**src/rtl/regfile_pkg.sv**
```systemverilog
// Shared register-file definitions: geometry, write-back bundle and operand fetch states.
package regfile_pkg;

  localparam int unsigned M  = 32;
  localparam int unsigned N  = 32;
  localparam int unsigned AW = $clog2(M);

  typedef struct packed {
    logic          we;
    logic [AW-1:0] rw;
    logic [N-1:0]  data;
  } wb_t;

  typedef enum logic [1:0] {
    StIdle,
    StRead,
    StHold
  } ofs_state_e;

endpackage

```
**src/rtl/operand_bypass.sv**
```systemverilog
// Selects the write-port data over a base operand when the write targets the operand's
// register; address 0 can be hard-wired to zero.
module operand_bypass #(
  parameter int unsigned AW      = 5,
  parameter int unsigned N       = 32,
  parameter bit          R0_ZERO = 1'b0
) (
  input  logic [AW-1:0] rs,
  input  logic [N-1:0]  base,
  input  logic          we,
  input  logic [AW-1:0] rw,
  input  logic [N-1:0]  data,
  output logic [N-1:0]  q
);

  always_comb begin
    q = base;
    if (we && (rw == rs)) begin
      q = data;
    end
    // Zero register wins over both the file contents and any write aimed at it.
    if (R0_ZERO && (rs == '0)) begin
      q = '0;
    end
  end

endmodule

```
**src/rtl/operand_fetch_stage.sv**
```systemverilog
// Operand fetch: issues register-file reads, repairs read-before-write staleness by snooping
// the shared write port, and hands operands to execute over a valid/ready handshake.
module operand_fetch_stage #(
  parameter int unsigned M       = 32,
  parameter int unsigned N       = 32,
  parameter int unsigned TAG_W   = 8,
  parameter bit          R0_ZERO = 1'b0,
  localparam int unsigned AW     = $clog2(M)
) (
  input  logic             clk,
  input  logic             rst_n,
  input  logic             in_valid,
  output logic             in_ready,
  input  logic [AW-1:0]    in_rs1,
  input  logic [AW-1:0]    in_rs2,
  input  logic [TAG_W-1:0] in_tag,
  output logic [AW-1:0]    rf_r1,
  output logic [AW-1:0]    rf_r2,
  input  logic [N-1:0]     rf_q1,
  input  logic [N-1:0]     rf_q2,
  input  logic             wb_we,
  input  logic [AW-1:0]    wb_rw,
  input  logic [N-1:0]     wb_data,
  output logic             out_valid,
  input  logic             out_ready,
  output logic [N-1:0]     out_op1,
  output logic [N-1:0]     out_op2,
  output logic [TAG_W-1:0] out_tag
);

  import regfile_pkg::*;

  ofs_state_e state_q, state_d;

  logic [AW-1:0]    rs1_q, rs2_q;
  logic [TAG_W-1:0] tag_q;
  logic [N-1:0]     hold_op1_q, hold_op1_d;
  logic [N-1:0]     hold_op2_q, hold_op2_d;
  logic             lw_we_q;
  logic [AW-1:0]    lw_rw_q;
  logic [N-1:0]     lw_data_q;

  logic         issue;
  logic         stall;
  logic [N-1:0] read_op1, read_op2;
  logic [N-1:0] snoop_op1, snoop_op2;

  // The file samples the request addresses directly; data returns next cycle.
  assign rf_r1 = in_rs1;
  assign rf_r2 = in_rs2;

  assign in_ready  = (state_q == StIdle) || out_ready;
  assign out_valid = (state_q != StIdle);
  assign out_tag   = tag_q;
  assign issue     = in_valid && in_ready;
  assign stall     = out_valid && !out_ready;

  // READ path: the file misses the write at the issue edge, which lw_* still carries.
  operand_bypass #(
    .AW      (AW),
    .N       (N),
    .R0_ZERO (R0_ZERO)
  ) u_read_op1 (
    .rs   (rs1_q),
    .base (rf_q1),
    .we   (lw_we_q),
    .rw   (lw_rw_q),
    .data (lw_data_q),
    .q    (read_op1)
  );

  operand_bypass #(
    .AW      (AW),
    .N       (N),
    .R0_ZERO (R0_ZERO)
  ) u_read_op2 (
    .rs   (rs2_q),
    .base (rf_q2),
    .we   (lw_we_q),
    .rw   (lw_rw_q),
    .data (lw_data_q),
    .q    (read_op2)
  );

  // Snoop path: while stalled, writes landing at an edge refresh the held operands.
  operand_bypass #(
    .AW      (AW),
    .N       (N),
    .R0_ZERO (R0_ZERO)
  ) u_snoop_op1 (
    .rs   (rs1_q),
    .base (out_op1),
    .we   (wb_we),
    .rw   (wb_rw),
    .data (wb_data),
    .q    (snoop_op1)
  );

  operand_bypass #(
    .AW      (AW),
    .N       (N),
    .R0_ZERO (R0_ZERO)
  ) u_snoop_op2 (
    .rs   (rs2_q),
    .base (out_op2),
    .we   (wb_we),
    .rw   (wb_rw),
    .data (wb_data),
    .q    (snoop_op2)
  );

  always_comb begin
    state_d = state_q;
    unique case (state_q)
      StIdle: begin
        if (issue) begin
          state_d = StRead;
        end
      end
      StRead, StHold: begin
        if (out_ready) begin
          state_d = issue ? StRead : StIdle;
        end else begin
          state_d = StHold;
        end
      end
      default: state_d = StIdle;
    endcase
  end

  always_comb begin
    out_op1    = read_op1;
    out_op2    = read_op2;
    hold_op1_d = hold_op1_q;
    hold_op2_d = hold_op2_q;
    if (state_q == StHold) begin
      out_op1 = hold_op1_q;
      out_op2 = hold_op2_q;
    end
    if (stall) begin
      hold_op1_d = snoop_op1;
      hold_op2_d = snoop_op2;
    end
  end

  always_ff @(posedge clk or negedge rst_n) begin
    if (!rst_n) begin
      state_q    <= StIdle;
      rs1_q      <= '0;
      rs2_q      <= '0;
      tag_q      <= '0;
      hold_op1_q <= '0;
      hold_op2_q <= '0;
      lw_we_q    <= 1'b0;
      lw_rw_q    <= '0;
      lw_data_q  <= '0;
    end else begin
      state_q    <= state_d;
      hold_op1_q <= hold_op1_d;
      hold_op2_q <= hold_op2_d;
      lw_we_q    <= wb_we;
      lw_rw_q    <= wb_rw;
      lw_data_q  <= wb_data;
      if (issue) begin
        rs1_q <= in_rs1;
        rs2_q <= in_rs2;
        tag_q <= in_tag;
      end
    end
  end

endmodule

```
**config.mk**
```make
export PLATFORM = sky130hd
export DESIGN_NAME = operand_fetch_stage
export DESIGN_NICKNAME = d
export VERILOG_FILES = /design/src/rtl/regfile_pkg.sv /design/src/rtl/operand_bypass.sv /design/src/rtl/operand_fetch_stage.sv
export SDC_FILE = /design/constraint.sdc
export NUM_CORES = 1
export LEC_CHECK = 0
export ABC_AREA = 1
export CAP_MARGIN = 40
export CORE_AREA = 2 2 182 184
export CTS_CLUSTER_SIZE = 14
export DETAILED_ROUTE_END_ITERATION = 8
export DIE_AREA = 0 0 184 186
export GPL_TIMING_DRIVEN = 0
export HOLD_SLACK_MARGIN = 0.02
export SYNTH_ARGS = -nofsm -noshare
export SYNTH_HDL_FRONTEND = slang
export SYNTH_SLANG_ARGS = --single-unit
```
**constraint.sdc**
```tcl
create_clock -name clk -period 2.6 [get_ports clk]
set_input_delay 0.52 -clock clk [delete_from_list [all_inputs] [get_ports clk]]
set_output_delay 0.52 -clock clk [all_outputs]
set_load 0.05 [all_outputs]
```
== Word level (Yosys, flattened, before mapping) ==
Cells that the tools add are included.
Operators by class
  equal/unequal tests: 7
  mux-type cells: 10
  reductions and logical operators: 11
Operator list (number)
  two-way mux 32 bit: 6
  equality test 5 bit: 4
  logical AND 1 bit: 6
  two-way mux 2 bit: 2
  one-hot mux 2 bit (2 select lines): 1
  equality test 2 x 1 -> 1 bit (second input constant): 1
  equality test 2 bit (second input constant): 1
  zero test 2 bit: 1
  != test 2 bit (second input constant): 1
  nonzero test 2 bit: 1
  OR reduction 2 bit: 1
  zero test 1 bit: 1
  logical OR 1 bit: 1
  two-way mux 1 bit: 1
Storage, ports and cells
  flip-flop bits (word level): 122
  input port bits: 124
  output and inout port bits: 84
  logic and storage cells: 37

== Depth between registers and ports, before layout ==
  depth in word-level cells: 6
  mapped depth: 11
  depth with buffers taken out: 10

== Hierarchy ==
Synthesis repeated with hierarchy kept, for this count alone.
Unflattened totals
  cell total of the unflattened synthesis: 1102
  area total of the unflattened synthesis: 7642.3 sq um
Modules (own cells, without submodules)
  operand_fetch_stage: times used 1, cells each 562, area an instance 5014.8 sq um, sequential area each 3052.9 sq um
  operand_bypass: times used 4, cells each 135, area an instance 656.9 sq um, sequential area each 0.0 sq um

== Least setup slack after synthesis ==
Ideal clock, no wire load.
  path kind: register to output
  from: register state_q[0]
  to: output port in_ready
  arrival: 1.841 ns
  slack: 0.239 ns
  stages on the path, launching flop included: 7
  path buffers: 2
  cells stage by stage: dfrtp_1 inv_1 ha_1 inv_1 nand2_1 buf_2 clkbuf_1
On the way
  word-level cells in the longest chain between the ends: 2
Ends and longest elaborated chain
  start, declared: RTL line operand_fetch_stage.sv:33  | ofs_state_e state_q, state_d;
  start signal, assigned: RTL line operand_fetch_stage.sv:148  | state_q <= StIdle;
  start signal, assigned: RTL line operand_fetch_stage.sv:158  | state_q <= state_d;
  zero test 2 bit: RTL line operand_fetch_stage.sv:52  | assign in_ready = (state_q == StIdle) || out_ready;
  logical OR 1 bit: RTL line operand_fetch_stage.sv:52
  end, declared: RTL line operand_fetch_stage.sv:13  | output logic in_ready,
Every way passes these cells.

== Final worst setup path ==
  from: register rs2_q[0]
  to: output port out_op2[26]
On the way
  word-level cells in the longest chain between the ends: 4
Ends and longest elaborated chain
  start, declared: RTL line operand_fetch_stage.sv:35  | logic [AW-1:0] rs1_q, rs2_q;
  start signal, assigned: RTL line operand_fetch_stage.sv:166  | rs2_q <= in_rs2;
  equality test 5 bit: RTL line operand_bypass.sv:18  | if (we && (rw == rs)) begin
  logical AND 1 bit: RTL line operand_bypass.sv:18
  two-way mux 32 bit: RTL line operand_bypass.sv:18
  two-way mux 32 bit: RTL line operand_fetch_stage.sv:136  | if (state_q == StHold) begin
  end, declared: RTL line operand_fetch_stage.sv:27  | output logic [N-1:0] out_op2,
Every way passes these cells.

==> results.sh <==
export IMPL_place_congestion=0.834
export IMPL_startpoint_type="flop"
export IMPL_synth_distinct_cells=22
export IMPL_grt_use_total=0.167
export IMPL_synth_mux_area_frac=0.0113
export IMPL_synth_top_family_by_area="simple AND/OR/NAND/NOR gates"
export IMPL_yosysWarnings=0
export IMPL_ant_nets=0
export IMPL_grt_pass1_vias=8124
export IMPL_path_class="flop to primary output"
export IMPL_finalHoldViolCount=0
export IMPL_period_minus_slack_ns=2.57
export IMPL_die_h_um=186
export IMPL_r2r_slack_ns=0.57
export IMPL_relSlewSlack=0.512
export IMPL_cts_hold_buffers=0
export IMPL_crit_path_end_kind="primary output"
export IMPL_h_tree_depth=4
export IMPL_hold_slack_ns=0.0673
export IMPL_synth_xor_area_frac=0.00110
export IMPL_cp_max_fo=8
export IMPL_netlist_area_um2=7970
export IMPL_total_power_w=0.0113
export IMPL_first_pass_iters=5
export IMPL_slew_viol_final=0
export IMPL_leakage_nw=6.25
export IMPL_fmax_mhz=389
export IMPL_rows=66
export IMPL_yosys_area_share_adder=0.00471
export IMPL_n_fill_cell=3296
export IMPL_numCtsBuffers=17
export IMPL_placed_area_um2=10600
export IMPL_boundaryPins=208
export IMPL_ys_ff_latch=122
export IMPL_vias_per_cell=4.56
export IMPL_powerDensity_nw_per_um2=936
export IMPL_syn_avg_cell_area_um2=7.04
export IMPL_setup_viol=0
export IMPL_synth_seq_area_share=0.383
export IMPL_dieArea_um2=34200
export IMPL_layout_nets=1507
export IMPL_cts_path_max_buffers=2
export IMPL_avgRoutedWirePerCell_um=16.2
export IMPL_start_util=0.247
export IMPL_fin_area_um2=12100
export IMPL_core_um2=32200
export IMPL_cts_clk_slew_worst_paths_ns=0.06
export IMPL_clock_latency_ns=0.42
export IMPL_antenna_found_initial=0
export IMPL_syn_inst=1132
export IMPL_tightest_slew_ns=0.731
export IMPL_io_buffers=207
export IMPL_vias=8217
export IMPL_clockRootBuffer="clkbuf_16"
export IMPL_synth_compound_area_frac=0.0179
export IMPL_gr_total_overflow=0
export IMPL_irDropWorstVdd_v=0.000520
export IMPL_dp_hpwl_um=21200
export IMPL_hold_path_class="input pin to async pin"
export IMPL_die_x_um=184
export IMPL_finalCritPeriodShare=0.988
export IMPL_status="completed"
export IMPL_drc=0
export IMPL_clock_skew_ns=0.0107
export IMPL_rsz0062_at_grt="yes"
export IMPL_cts_tree="built"
export IMPL_synth_nets=1259
export IMPL_grt_pass1_wl_um=43800
export IMPL_layout_drive_gt1_share=0.283
export IMPL_grt_max_degree=64
export IMPL_cp_arrival_ns=2.05
export IMPL_yosys_area_share_simple=0.469
export IMPL_diodes=0
export IMPL_final_setup_tns_ns=0
export IMPL_wl_um=29200
export IMPL_area_delta_synth_final_pct=52.0
export IMPL_clock_sinks=122
export IMPL_maxCapViolations=0
export IMPL_required_ns=2.08
export IMPL_drt_initial_drc_count=538
worst paths after layout:
path,end,cells past startpoint,startpoint
max,out_op2[26],11,rs2_q[0]
min reg2reg,hold_op2_q[28],2,hold_op2_q[28]
min in group clk,hold_op2_q[28],2,hold_op2_q[28]
min,out_tag[0],1,rst_n
max reg2reg,hold_op2_q[30],9,state_q[0]
max in group asynchronous,hold_op2_q[16],2,rst_n
placed cells by master (no fill, tap or decap), types with 6 or more instances in the layout:
cell type,count
nand3_1,99
buf_8,31
nand2_4,7
nand3_2,96
inv_2,9
buf_2,18
buf_6,44
buf_4,27
clkbuf_16,24
dfrtp_1,121
o21ai_0,6
clkbuf_4,8
a21oi_1,14
buf_12,9
nor2_1,143
nand2_2,79
inv_1,112
nor2_2,6
nand2_1,341
mux2_2,8
clkbuf_1,14
clkdlybuf4s50_1,140
through the flow:
stage	cells	utilization	worst slack, ns
finish	1801	0.376	0.0322
global route	1801	0.376	-0.0357
CTS	1783	0.348	-0.0272
detailed placement	1748	0.328	-0.903
global placement	1747	0.328	-4.33
floorplan	1132	-	0.239
synthesized netlist by cell type:
master     count  share of area
nand2_1      396           0.19
nor2_1       148          0.070
dfrtp_1      122           0.38
inv_1        115          0.054
nand3_1      107          0.067
nand3_2       91           0.11
nand2_2       31          0.024
buf_2         23          0.014
clkbuf_1      19         0.0090
a21oi_1       16          0.010
buf_4         16          0.015
buf_6         12          0.017
mux2_2         8          0.011
inv_2          7         0.0033
o21ai_0        7         0.0044
ha_1           3         0.0047
nor2_4         3         0.0042
o22ai_1        3         0.0024
nor2_2         2         0.0016
nand4_1        1        0.00079
o2111ai_1      1         0.0011
xor2_1         1         0.0011
what timing repair did:
item,CTS,global route
setup endpoints to repair,65,66
pin swaps,6,23
buffers inserted,5,10
cloned,1,8
resized for setup,412,203
metal layers:
layer	share of wire	global-route usage	routed length, um	up-vias
li1	-	-	-	3989
met5	0	0	0	-
met4	0.011	0.0352	309	0
met2	0.45	0.270	13100	298
met3	0.067	0.0360	1940	24
met1	0.47	0.229	13800	3906
report_power, final:
group          total (W)  switching (W)  internal (W)  leakage, nW
registers        0.00283       0.000328       0.00251         1.47
clock network    0.00256       0.000931       0.00163        0.300
logic            0.00594        0.00378       0.00216         4.49
total             0.0113        0.00504       0.00629         6.25
worst max-delay path: stages, from the launching register on:
cell	delay (ns)
dfrtp_1	0.39
buf_6	0.12
nand2_2	0.07
nand2_1	0.06
nor2_2	0.14
nand3_4	0.09
buf_12	0.16
clkbuf_16	0.16
nand2_2	0.07
nand3_2	0.08
nand2_2	0.12
buf_8	0.15
cell families (layout without fill, tap and decap cells):
logic type	count (synthesis)	in the layout
simple gates	779	779
buf+inv	192	453
flops	122	122
compound gates	27	27
mux	8	8
fa+ha+maj	3	3
xor+xnor	1	1
layout make-up:
cell class,count,area [um^2],share of cell area
plain buffers,67,548,0.0453
clock buffers,20,447,0.0369
clock inverters,12,173,0.0143
inverters,122,460,0.0380
multi-input cells,818,4280,0.354
flip-flops and latches,122,3050,0.252
well taps,408,510,0.0422
repair buffers,232,2640,0.218
registers in the layout (all words and copies together), names as in the netlist:
| signal | flops |
|---|---|
| rs1_q | 5 |
| lw_we_q | 1 |
| out_tag | 8 |
| hold_op1_q | 32 |
| lw_rw_q | 5 |
| rs2_q | 5 |
| lw_data_q | 32 |
| hold_op2_q | 32 |
| state_q | 2 |
Note: power is estimated with default switching activity, not from simulation.
